**src/rtl/proc_pkg.sv**
```systemverilog
// Shared widths, opcode and state encodings for the instruction controller.
package proc_pkg;

    localparam int PC_W    = 5;
    localparam int DATA_W  = 8;
    localparam int REG_AW  = 3;
    localparam int DMEM_AW = 6;
    localparam int INSTR_W = 12;
    localparam int CNT_W   = 8;

    typedef enum logic [2:0] {
        OP_LOAD  = 3'b000,
        OP_STORE = 3'b001,
        OP_ADD   = 3'b010,
        OP_CMP   = 3'b011,
        OP_BNZ   = 3'b100,
        OP_JMP   = 3'b101,
        OP_NOP   = 3'b110,
        OP_HALT  = 3'b111
    } opcode_e;

    typedef enum logic [1:0] {
        ST_IDLE  = 2'b00,
        ST_FETCH = 2'b01,
        ST_EXEC  = 2'b10,
        ST_HALT  = 2'b11
    } state_e;

endpackage

```
**src/rtl/instr_decoder.sv**
```systemverilog
// Combinational opcode decode into register-file, data-memory and ALU controls.
module instr_decoder
    import proc_pkg::*;
(
    input  logic [INSTR_W-1:0] i_instr,
    output logic               o_rf_we,
    output logic               o_dmem_we,
    output logic               o_wb_sel,
    output logic               o_alu_select,
    output logic [REG_AW-1:0]  o_rf_wa,
    output logic [REG_AW-1:0]  o_rf_ra,
    output logic [REG_AW-1:0]  o_rf_rb,
    output logic               o_is_bnz,
    output logic               o_is_jmp,
    output logic               o_is_halt
);

    opcode_e             w_op;
    logic [REG_AW-1:0]   w_rd;
    logic [REG_AW-1:0]   w_ra;
    logic [REG_AW-1:0]   w_rb;

    assign w_op = opcode_e'(i_instr[11:9]);
    assign w_rd = i_instr[8:6];
    assign w_ra = i_instr[5:3];
    assign w_rb = i_instr[2:0];

    always_comb begin
        o_rf_we      = 1'b0;
        o_dmem_we    = 1'b0;
        o_wb_sel     = 1'b0;
        o_alu_select = 1'b0;
        o_rf_wa      = '0;
        o_rf_ra      = '0;
        o_rf_rb      = '0;
        o_is_bnz     = 1'b0;
        o_is_jmp     = 1'b0;
        o_is_halt    = 1'b0;
        case (w_op)
            OP_LOAD: begin
                o_rf_we  = 1'b1;
                o_rf_wa  = w_rd;
                o_wb_sel = 1'b1;
            end
            OP_STORE: begin
                o_dmem_we = 1'b1;
                o_rf_ra   = w_rd;
            end
            OP_ADD, OP_CMP: begin
                o_rf_we      = 1'b1;
                o_rf_wa      = w_rd;
                o_rf_ra      = w_ra;
                o_rf_rb      = w_rb;
                o_alu_select = (w_op == OP_CMP);
            end
            OP_BNZ: begin
                o_is_bnz = 1'b1;
                o_rf_ra  = w_rd;
            end
            OP_JMP:  o_is_jmp  = 1'b1;
            OP_HALT: o_is_halt = 1'b1;
            default: ;
        endcase
    end

endmodule

```
**src/rtl/instruction_controller.sv**
```systemverilog
// Two-cycle FETCH/EXEC controller: owns the FSM, program counter and retired-instruction counter.
module instruction_controller
    import proc_pkg::*;
(
    input  logic               clk,
    input  logic               reset,
    input  logic               run,
    input  logic               step,
    output logic [PC_W-1:0]    imem_addr,
    input  logic [INSTR_W-1:0] imem_data,
    output logic [REG_AW-1:0]  rf_ra,
    output logic [REG_AW-1:0]  rf_rb,
    input  logic [DATA_W-1:0]  rf_rdata_a,
    output logic               rf_we,
    output logic [REG_AW-1:0]  rf_wa,
    output logic               wb_sel,
    output logic               alu_select,
    output logic               dmem_we,
    output logic [DMEM_AW-1:0] dmem_addr,
    output logic [PC_W-1:0]    pc,
    output logic               halted,
    output logic [CNT_W-1:0]   instr_count
);

    function automatic logic [CNT_W-1:0] sat_inc(input logic [CNT_W-1:0] v);
        return (v == '1) ? v : v + CNT_W'(1);
    endfunction

    state_e             r_state;
    logic [PC_W-1:0]    r_pc;
    logic [CNT_W-1:0]   r_count;
    logic               r_halted;

    logic               w_exec;
    logic               w_dec_rf_we;
    logic               w_dec_dmem_we;
    logic               w_dec_wb_sel;
    logic               w_dec_alu_select;
    logic [REG_AW-1:0]  w_dec_rf_wa;
    logic [REG_AW-1:0]  w_dec_rf_ra;
    logic [REG_AW-1:0]  w_dec_rf_rb;
    logic               w_dec_is_bnz;
    logic               w_dec_is_jmp;
    logic               w_dec_is_halt;
    logic               w_take;
    logic [PC_W-1:0]    w_pc_next;

    instr_decoder u_decoder (
        .i_instr      (imem_data),
        .o_rf_we      (w_dec_rf_we),
        .o_dmem_we    (w_dec_dmem_we),
        .o_wb_sel     (w_dec_wb_sel),
        .o_alu_select (w_dec_alu_select),
        .o_rf_wa      (w_dec_rf_wa),
        .o_rf_ra      (w_dec_rf_ra),
        .o_rf_rb      (w_dec_rf_rb),
        .o_is_bnz     (w_dec_is_bnz),
        .o_is_jmp     (w_dec_is_jmp),
        .o_is_halt    (w_dec_is_halt)
    );

    assign w_exec = (r_state == ST_EXEC);

    // imem_data is only meaningful in EXEC, so every decoded control is gated by it
    assign rf_we      = w_exec & w_dec_rf_we;
    assign dmem_we    = w_exec & w_dec_dmem_we;
    assign wb_sel     = w_exec & w_dec_wb_sel;
    assign alu_select = w_exec & w_dec_alu_select;
    assign rf_wa      = w_exec ? w_dec_rf_wa : '0;
    assign rf_ra      = w_exec ? w_dec_rf_ra : '0;
    assign rf_rb      = w_exec ? w_dec_rf_rb : '0;
    assign dmem_addr  = w_exec ? imem_data[DMEM_AW-1:0] : '0;

    assign w_take    = w_dec_is_jmp | (w_dec_is_bnz & (rf_rdata_a != '0));
    assign w_pc_next = w_take ? imem_data[PC_W-1:0] : r_pc + PC_W'(1);

    assign imem_addr   = r_pc;
    assign pc          = r_pc;
    assign halted      = r_halted;
    assign instr_count = r_count;

    always_ff @(posedge clk) begin
        if (reset) begin
            r_state  <= ST_IDLE;
            r_pc     <= '0;
            r_count  <= '0;
            r_halted <= 1'b0;
        end else begin
            case (r_state)
                ST_IDLE: begin
                    if (run || step) r_state <= ST_FETCH;
                end
                ST_FETCH: r_state <= ST_EXEC;
                ST_EXEC: begin
                    r_count <= sat_inc(r_count);
                    if (w_dec_is_halt) begin
                        r_state  <= ST_HALT;
                        r_halted <= 1'b1;
                    end else begin
                        r_pc    <= w_pc_next;
                        r_state <= run ? ST_FETCH : ST_IDLE;
                    end
                end
                ST_HALT: r_state <= ST_HALT;
                default: r_state <= ST_IDLE;
            endcase
        end
    end

endmodule

```
**config.mk**
```make
export PLATFORM = sky130hd
export DESIGN_NAME = instruction_controller
export DESIGN_NICKNAME = d
export VERILOG_FILES = /design/src/rtl/proc_pkg.sv /design/src/rtl/instr_decoder.sv /design/src/rtl/instruction_controller.sv
export SDC_FILE = /design/constraint.sdc
export NUM_CORES = 1
export LEC_CHECK = 0
export BUFFER_PORTS_ARGS = -buffer_cell sky130_fd_sc_hd__buf_2
export CAP_MARGIN = 20
export CORE_AREA = 2 2 54 56
export DETAILED_ROUTE_END_ITERATION = 10
export DIE_AREA = 0 0 56 58
export PLACE_DENSITY = 0.75
export SYNTH_ARGS = -nofsm -noshare
export SYNTH_HDL_FRONTEND = slang
export SYNTH_SLANG_ARGS = --single-unit
```
**constraint.sdc**
```tcl
create_clock -name clk -period 2 [get_ports clk]
set_input_delay 0.2 -clock clk [delete_from_list [all_inputs] [get_ports clk]]
set_output_delay 0.2 -clock clk [all_outputs]
set_load 0.01 [all_outputs]
```
[Word level (Yosys, flattened, before mapping)]
Index checks and enable logic that the tools add are counted.
Storage, ports and cells
  bits in registers: 16
  bits of input ports: 24
  word-level logic and storage cells: 54
Cells by class
  add/subtract/negate cells: 2
  equal/unequal tests: 11
  muxes and demuxes: 19
  bitwise logic cells: 8
  reductions and logical operators: 10
Operators with widths (number)
  $mux 3: 5
  $eq 3x3->1 const B: 3
  $add 8x1->8 const B: 1
  $eq 8x8->1 const B: 1
  $mux 1: 8
  $pmux 2 s4: 1
  $reduce_bool 8->1: 1
  $eq 3x2->1 const B: 2
  $mux 6: 1
  $pmux 3 s2: 1
  $reduce_and 2->1: 3
  $add 5x1->5 const B: 1
  $and 1x1->1: 5
  $mux 5: 1
  $eq 2x2->1 const B: 2
  $mux 2: 2
  $reduce_or 2->1: 2
  $eq 3x1->1 const B: 1
  $logic_not 3->1: 1
  $reduce_or 3->1: 1
  $eq 2x1->1 const B: 1
  $logic_not 2->1: 1
  $ne 2x2->1 const B: 1
  $not 1->1: 2
  other kinds (2): 2

[Depth between registers and ports, before layout]
Gate-level depths: netlist of the first run.
  depth after elaboration: 5
  depth in mapped cells: 6
  mapped depth without buffers: 5

[Cells and area by module]
A second synthesis of the first run with hierarchy kept.
Second synthesis, totals
  cell total of the unflattened synthesis: 144
  area total of the unflattened synthesis: 1139.8 um^2
Modules (own cells, without submodules)
  instruction_controller: instances 1, cells each 122, area each 987.2 um^2, sequential area each 320.3 um^2
  instr_decoder: instances 1, cells each 22, area each 152.6 um^2, sequential area each 0.0 um^2

[Worst setup path after synthesis of the first run]
Ideal clock, no wire load.
  kind: register to register
  from: register r_count[0], in the netlist instr_count[0]
  to: register r_count[1], in the netlist instr_count[1]
  library setup time: 0.128 ns
  data arrival time: 1.437 ns
  data required time: 1.872 ns
  setup slack: 0.436 ns
  cell stages (with the launch flop): 7
  path buffers: 1
  cell sequence: dfxtp_1 > ha_1 > nand2_1 > o31ai_1 > buf_2 > mux2i_1 > nor2_1
On the way
  cells in the longest elaborated chain, start to end: 3
  elaborated cells on any way between the ends: 4
  those cells by class: 1 x add/sub; 1 x eq/ne; 1 x bitwise; 1 x reduce/logical
Ends and longest elaborated chain
  start, declared: RTL line instruction_controller.sv:31  | logic [CNT_W-1:0] r_count;
  start signal, assigned: RTL line instruction_controller.sv:95  | r_count <= sat_inc(r_count);
  parallel branches: the longest is 3 deep, another holds $add 8x1->8
Several ways; the timed one is not identified.
A chain may end at the register's enable or synchronous reset.

[Worst setup path in the final report of the first run]
  from: register r_state[0]
  to: output port rf_wa[0]
On the way
  cells in the longest elaborated chain, start to end: 2
Ends and longest elaborated chain
  start, declared: RTL line instruction_controller.sv:29  | state_e r_state;
  start signal, assigned: RTL line instruction_controller.sv:101  | r_state <= run ? ST_FETCH : ST_IDLE;
  $eq 2x2->1: RTL line instruction_controller.sv:62  | assign w_exec = (r_state == ST_EXEC);
  $mux 3: RTL line instruction_controller.sv:69  | assign rf_wa = w_exec ? w_dec_rf_wa : '0;
  end, declared: RTL line instruction_controller.sv:15  | output logic [REG_AW-1:0] rf_wa,
No other way between the ends.

==> summary.txt, run 1 <==
Status
  – Status: finished, final reports clean

Logic synthesis
  – Cells after synthesis: 137
  – Synth Area in Simple Gates: 0.3887
  – XOR/XNOR share of the synthesized area: 0.01649
  – Synthesized-area fraction occupied by adder cells: 0.02356
  – Sequential fraction of the synthesis area: 0.3015
  – Post-synth cell types: 35
  – Synthesis-stage register bit count: 16
  – Mapped cell area: 1062 sq um
  – Compound-gate portion of the synthesized area: 0.1684
  – Largest family of logic cells by synthesized area: simple AND/OR/NAND/NOR gates
  – Syn avg cell area: 7.754 sq um
  – Total number of yosys warnings: 0
  – Mux contribution to synthesized area: 0.01885
  – Net Count, Synth: 163

Power and ir drop
  – Pwr/cell area: 512.6 nW/um^2
  – Static Leak: 0.6732 nW
  – Max VDD drop: 307.6 uV

Clock network
  – Clk root buf: clkbuf_4
  – CTS tree: built
  – CTS Hold Bufs: 0
  – H-tree depth: 1
  – Clock buffer depth: 2
  – Postcts setup bufs: 0
  – Reg clk slew, reported paths: 0.10 ns
  – CTS sink count: 16
  – CTS buffer count: 3
  – Post-CTS sizing: 0
  – Clock latency on the worst-skew pair: 0.28 ns

Flow run
  – Max Cap Violations: 0

Timing
  – RSZ-0062 raised after global routing: false
  – Period Utilization, post-route: 0.8746
  – Fin Setup TNS: 0 ns
  – Layout Skew: 0.0006357 ns
  – Slew @ Worst Pin: 0.4711 ns
  – Setup violators final: 0
  – Slew HR: 0.6859
  – F_max: 571.7 MHz
  – Final count of hold timing violations: 0
  – Pins Over Slew Limit: 0
  – Minimum clock period: 1.749 ns

Finish
  – Ant. Diodes: 0
  – Core Util, Final: 0.5202
  – Layout Nets: 220
  – Layout cells sized above 1: 0.3731
  – Area delta synth->final: 30.39%
  – Most common cell after layout, fill and taps aside: buf_2
  – Most frequent cells in the layout: buf_2 (61), dfxtp_1 (16), nand2_1 (13)

Drt
  – DRT Pass-1 Iters: 4
  – DRC violations left: 0
  – Via density per instance: 5.085
  – ANT nets after route: 0
  – Avg WL per Cell: 11.53 um
  – Detailed-route wire length: 2583 um
  – DRC marker count from the first detailed-route iteration: 32
  – DR vias: 1,139

Global route
  – Vias in the first global route: 974
  – Global route overflow: 0
  – Total Routing Usage GR: 0.1607
  – Largest net degree at the start of global routing: 17
  – Initial antenna violation count: 0
  – First-pass GRT wire length: 4222 um

Place
  – GPL Wtd Cong: 0.7573
  – Post-detail-place hpwl: 2037 um
  – Port Buffers: 61

Die
  – Io pins: 62
  – Initial Util: 0.3990
  – Core Region: 2663 sq um
  – FP Rows: 19
  – Die Area: 3248 sq um
  – Die Ht: 58 um
  – Die X: 56 um

Critical path
  – CP endpoint kind: output port
  – Critical path class: reg -> out
  – Critical path startpoint category: register
  – Worst EP arrival: 1.55 ns
  – Crit path max fanout: 6
  – Worst Path Required: 1.80 ns

Hold path
  – Hold Path Class: in -> reg
[report_power, final]
group | internal (W) | total [W] | switching, W
Clock | 0.000111 | 0.000217 | 0.000106
Combinational | 0.0000671 | 0.000150 | 0.0000825
Sequential | 0.000331 | 0.000344 | 0.0000132
[cell type report]
type / instances / area [sq um]
fillers: 277 / 1277
clock buffers: 4 / 36.28
repair buffers: 64 / 327.8
inverters: 2 / 7.507
well taps: 31 / 38.79
multi-input cells: 107 / 654.4
flip-flops and latches: 16 / 320.3
[per-stage QoR]
step,instances,instance area (sq um),hold WS (ns),total power [W],setup slack (ns)
5_1_grt,224,1385,0.2071,0.0007521,0.07282
3_5_place_dp,220,1349,0.4854,0.0005013,0.3838
6_report,224,1385,0.2053,0.0007100,0.2507
3_3_place_gp,220,1349,0.4779,0.0004997,0.4268
4_1_cts,224,1385,0.1985,0.0007171,0.2313
2_1_floorplan,137,1062,0.3656,0.0004434,0.4355
[sequential cells by signal (all words and copies together), names as in the netlist]
name / cells
instr_count: 8
halted: 1
r_state: 2
imem_addr: 5
[critical path, cell delays in order (launching register included)]
cell	delay (ns)
dfxtp_1	0.34
nand2b_1	0.23
nor3_1	0.38
and2_1	0.19
buf_2	0.13
[kinds of logic after synthesis]
logic type / count (synthesis)
simple gates: 74
flops: 16
fa+ha+maj: 2
buf+inv: 14
xor+xnor: 2
compound gates: 27
mux: 2
[per-layer routing]
layer | routed length (um) | GRT usage | up-vias | share of wire
li1 | - | - | 597 | -
met1 | 1172 | 0.1992 | 508 | 0.45
met2 | 1272 | 0.2840 | 32 | 0.49
met3 | 115 | 0.02009 | 2 | 0.045
met4 | 23 | 0.06463 | 0 | 0.0089
met5 | 0 | 0 | - | 0
[synthesized netlist by cell type]
master / instances / area, sq um
nor4_2: 1 / 12.51
clkbuf_1: 3 / 11.26
a311oi_4: 1 / 26.28
or2_1: 1 / 6.260
nor3_1: 3 / 15.01
nor4_1: 1 / 6.260
and2_1: 9 / 56.30
and3_1: 6 / 37.54
nor2b_1: 3 / 18.77
nand3_1: 9 / 45.04
dfxtp_1: 16 / 320.3
nor4b_1: 1 / 8.760
buf_6: 1 / 11.26
buf_4: 6 / 45.04
ha_1: 2 / 25.02
clkbuf_4: 1 / 7.510
o21bai_1: 1 / 7.510
inv_1: 2 / 7.510
nand2b_1: 1 / 6.260
or4_1: 4 / 30.03
a31oi_1: 4 / 25.02
xor2_1: 2 / 17.52
nor2_1: 12 / 45.04
a21oi_1: 11 / 55.05
buf_2: 1 / 5.000
mux2i_1: 2 / 20.02
or3_1: 5 / 31.28
o31ai_1: 3 / 22.52
a21o_1: 2 / 15.01
a211oi_1: 1 / 7.510
nand3b_1: 3 / 22.52
o21ai_0: 4 / 20.02
nand2_1: 13 / 48.80
nand2b_4: 1 / 13.76
and2b_2: 1 / 8.760
[path summary, 6_finish.rpt]
check	startpoint	end	slack [ns]	cells past startpoint
max reg2reg	instr_count[0]$_SDFFE_PP0P_	instr_count[1]$_SDFFE_PP0P_	0.38	6
min reg2reg	instr_count[7]$_SDFFE_PP0P_	instr_count[7]$_SDFFE_PP0P_	0.50	2
min	imem_data[2]	imem_addr[2]$_SDFFE_PP0P_	0.21	3
max	r_state[0]$_SDFFE_PP0P_	rf_wa[0]	0.25	4
(Power assumes the default switching activity.)
==> inputs of run 2 (changes only) <==
--- a/config.mk
+++ b/config.mk
@@ -6,7 +6,7 @@
 export NUM_CORES = 1
 export LEC_CHECK = 0
 export BUFFER_PORTS_ARGS = -buffer_cell sky130_fd_sc_hd__buf_2
-export CAP_MARGIN = 20
+export CAP_MARGIN = 10
 export CORE_AREA = 2 2 54 56
 export DETAILED_ROUTE_END_ITERATION = 10
 export DIE_AREA = 0 0 56 58
==> constraint.sdc (replaced) <==
create_clock -name clk -period 2 [get_ports clk]
set_input_delay 0.2 -clock clk [delete_from_list [all_inputs] [get_ports clk]]
set_output_delay 0.2 -clock clk [all_outputs]
set_load 0.02 [all_outputs]
==> run 2 against run 1 <==
Effect of this change:
- sequential share of layout area rose by 0.27 points
- critical path depth did not move
- wire length fell by 2.0%
- fmax fell by 4.2%
- global-route usage fell by 0.70 points
- first-iteration DRC count fell by 47%
- critical endpoint unchanged
- die area did not move
- via count fell by 1.8%
- clock power fell by 22%
- clock-buffer cell count fell by 1
- worst hold slack got worse by 0.0068 ns
- register-to-register slack got worse by 0.02 ns
==> summary.txt, run 2 (synthesized netlist as in run 1, its figures left out) <==
Timing
  – Final count of hold timing violations: 0 (unchanged)
  – Setup violators final: 0 (unchanged)
  – F_max: 547.4 MHz (-4.2%)
  – Slew HR: 0.6833 (-0.002630)
  – Slew @ Worst Pin: 0.4751 ns (+0.003946 ns)
  – Layout Skew: 0.002667 ns (+0.002032 ns)
  – Period Utilization, post-route: 0.9134 (+0.03877)
  – Fin Setup TNS: 0 ns (unchanged)
  – Pins Over Slew Limit: 0 (unchanged)
  – RSZ-0062 raised after global routing: false
  – Minimum clock period: 1.827 ns (+0.07754 ns)

Drt
  – Via density per instance: 5.041 (-0.87%)
  – Avg WL per Cell: 11.40 um (-1.1%)
  – DR vias: 1,119 (-1.8%)
  – DRC marker count from the first detailed-route iteration: 17 (-47%)
  – Detailed-route wire length: 2531 um (-2.0%)
  – DRT Pass-1 Iters: 4 (unchanged)
  – DRC violations left: 0 (unchanged)
  – ANT nets after route: 0 (unchanged)

Critical path
  – Crit path max fanout: 12 (+6)
  – Critical path class: reg -> out
  – Reg2Reg Setup Slack: 0.36 ns (-0.02 ns)
  – Worst Path Required: 1.80 ns (about the same)
  – Worst EP arrival: 1.63 ns (+0.08 ns)
  – Critical path startpoint category: register
  – CP endpoint kind: output port

Global route
  – Total Routing Usage GR: 0.1537 (-0.006977)
  – Vias in the first global route: 914 (-6.2%)
  – First-pass GRT wire length: 4071 um (-3.6%)
  – Global route overflow: 0 (unchanged)
  – Initial antenna violation count: 0 (unchanged)
  – Largest net degree at the start of global routing: 17 (unchanged)

Clock network
  – Post-CTS sizing: 0 (unchanged)
  – CTS tree: built
  – CTS buffer count: 3 (unchanged)
  – Reg clk slew, reported paths: 0.10 ns (about the same)
  – Clock latency on the worst-skew pair: 0.28 ns (about the same)
  – Postcts setup bufs: 0 (unchanged)
  – Clock buffer depth: 2 (unchanged)
  – H-tree depth: 1 (unchanged)
  – CTS Hold Bufs: 0 (unchanged)
  – Clk root buf: clkbuf_4
  – CTS sink count: 16 (unchanged)

Flow run
  – Max Cap Violations: 0 (unchanged)

Finish
  – Number of flip-flops in the largest register: 8 (unchanged)
  – Core Util, Final: 0.5141 (-0.006109)
  – Area delta synth->final: 28.86%
  – Most common cell after layout, fill and taps aside: buf_2
  – Most frequent cells in the layout: buf_2 (61), dfxtp_1 (16), nand2_1 (13)
  – Design Area, Final: 1369 sq um (-1.2%)
  – Layout Nets: 219 (-0.45%)
  – Layout cells sized above 1: 0.3717 (-0.001329)
  – Ant. Diodes: 0 (unchanged)

Power and ir drop
  – Max VDD drop: 302.3 uV (-1.7%)
  – Total chip power: 0.0006796 W (-4.3%)
  – Static Leak: 0.6623 nW (-1.6%)
  – Pwr/cell area: 496.5 nW/um^2 (-3.1%)

Place
  – Post-DP Area: 1341 sq um (-0.56%)
  – Post-detail-place hpwl: 1954 um (-4.1%)
  – GPL Wtd Cong: 0.7829 (+3.4%)
  – Port Buffers: 61 (unchanged)

Die
  – Die Area: 3248 sq um (unchanged)
  – FP Rows: 19 (unchanged)
  – Die X: 56 um (unchanged)
  – Die Ht: 58 um (unchanged)
  – Io pins: 62 (unchanged)
  – Core Region: 2663 sq um (unchanged)
  – Initial Util: 0.3990 (unchanged)

Hold path
  – Hold Path Class: in -> reg

Status
  – Status: finished, final reports clean
-- run 2: cell types whose count changed in the layout (fill, tap and decap cells not counted) --
cell	before	now
buf_4	3	2
nor3_2	0	1
clkbuf_8	1	0
nor3_1	3	2
-- run 2: where the power goes --
part	switching, W	leakage [nW]	internal (W)
Sequential	0.0000136	0.130	0.000330
Clock	0.0000999	0.0138	0.0000697
Combinational	0.000100	0.519	0.0000658
Total	0.000214	0.662	0.000466
-- run 2: layout make-up --
cell class / count / area (sq um)
fill: 278 / 1294
multi-input combinational: 107 / 659.4
sequential: 16 / 320.3
timing repair buffer: 63 / 320.3
tap: 31 / 38.79
clock buffer: 3 / 22.52
inverter: 2 / 7.507
-- run 2: worst max-delay path: stages (launching register included) --
cell	delay (ns)
dfxtp_1	0.35
nand2b_1	0.35
nor3_2	0.32
and2_1	0.17
buf_2	0.16
-- run 2: worst paths after layout --
check / start / end / cells past startpoint
worst min register to register: instr_count[7]$_SDFFE_PP0P_ / instr_count[7]$_SDFFE_PP0P_ / 2
worst min-delay path: run / r_state[0]$_SDFFE_PP0P_ / 3
worst max-delay path: r_state[0]$_SDFFE_PP0P_ / rf_wa[0] / 4
worst max register to register: instr_count[0]$_SDFFE_PP0P_ / instr_count[1]$_SDFFE_PP0P_ / 6
-- run 2: metal layers --
metal	share of wire	up-vias	GRT usage
li1	-	593	-
met3	0.054	2	0.02009
met4	0.0075	0	0.05102
met2	0.47	37	0.2504
met5	0	-	0
met1	0.47	487	0.2118
-- run 2: through the flow --
step	instances	hold slack [ns]	setup WS (ns)
6_report	222	0.1986	0.1732
5_1_grt	222	0.2005	0.02353
4_1_cts	222	0.1931	0.08390
3_5_place_dp	219	0.4900	0.3692
3_3_place_gp	219	0.4801	0.4112
2_1_floorplan	137	0.3656	0.2172
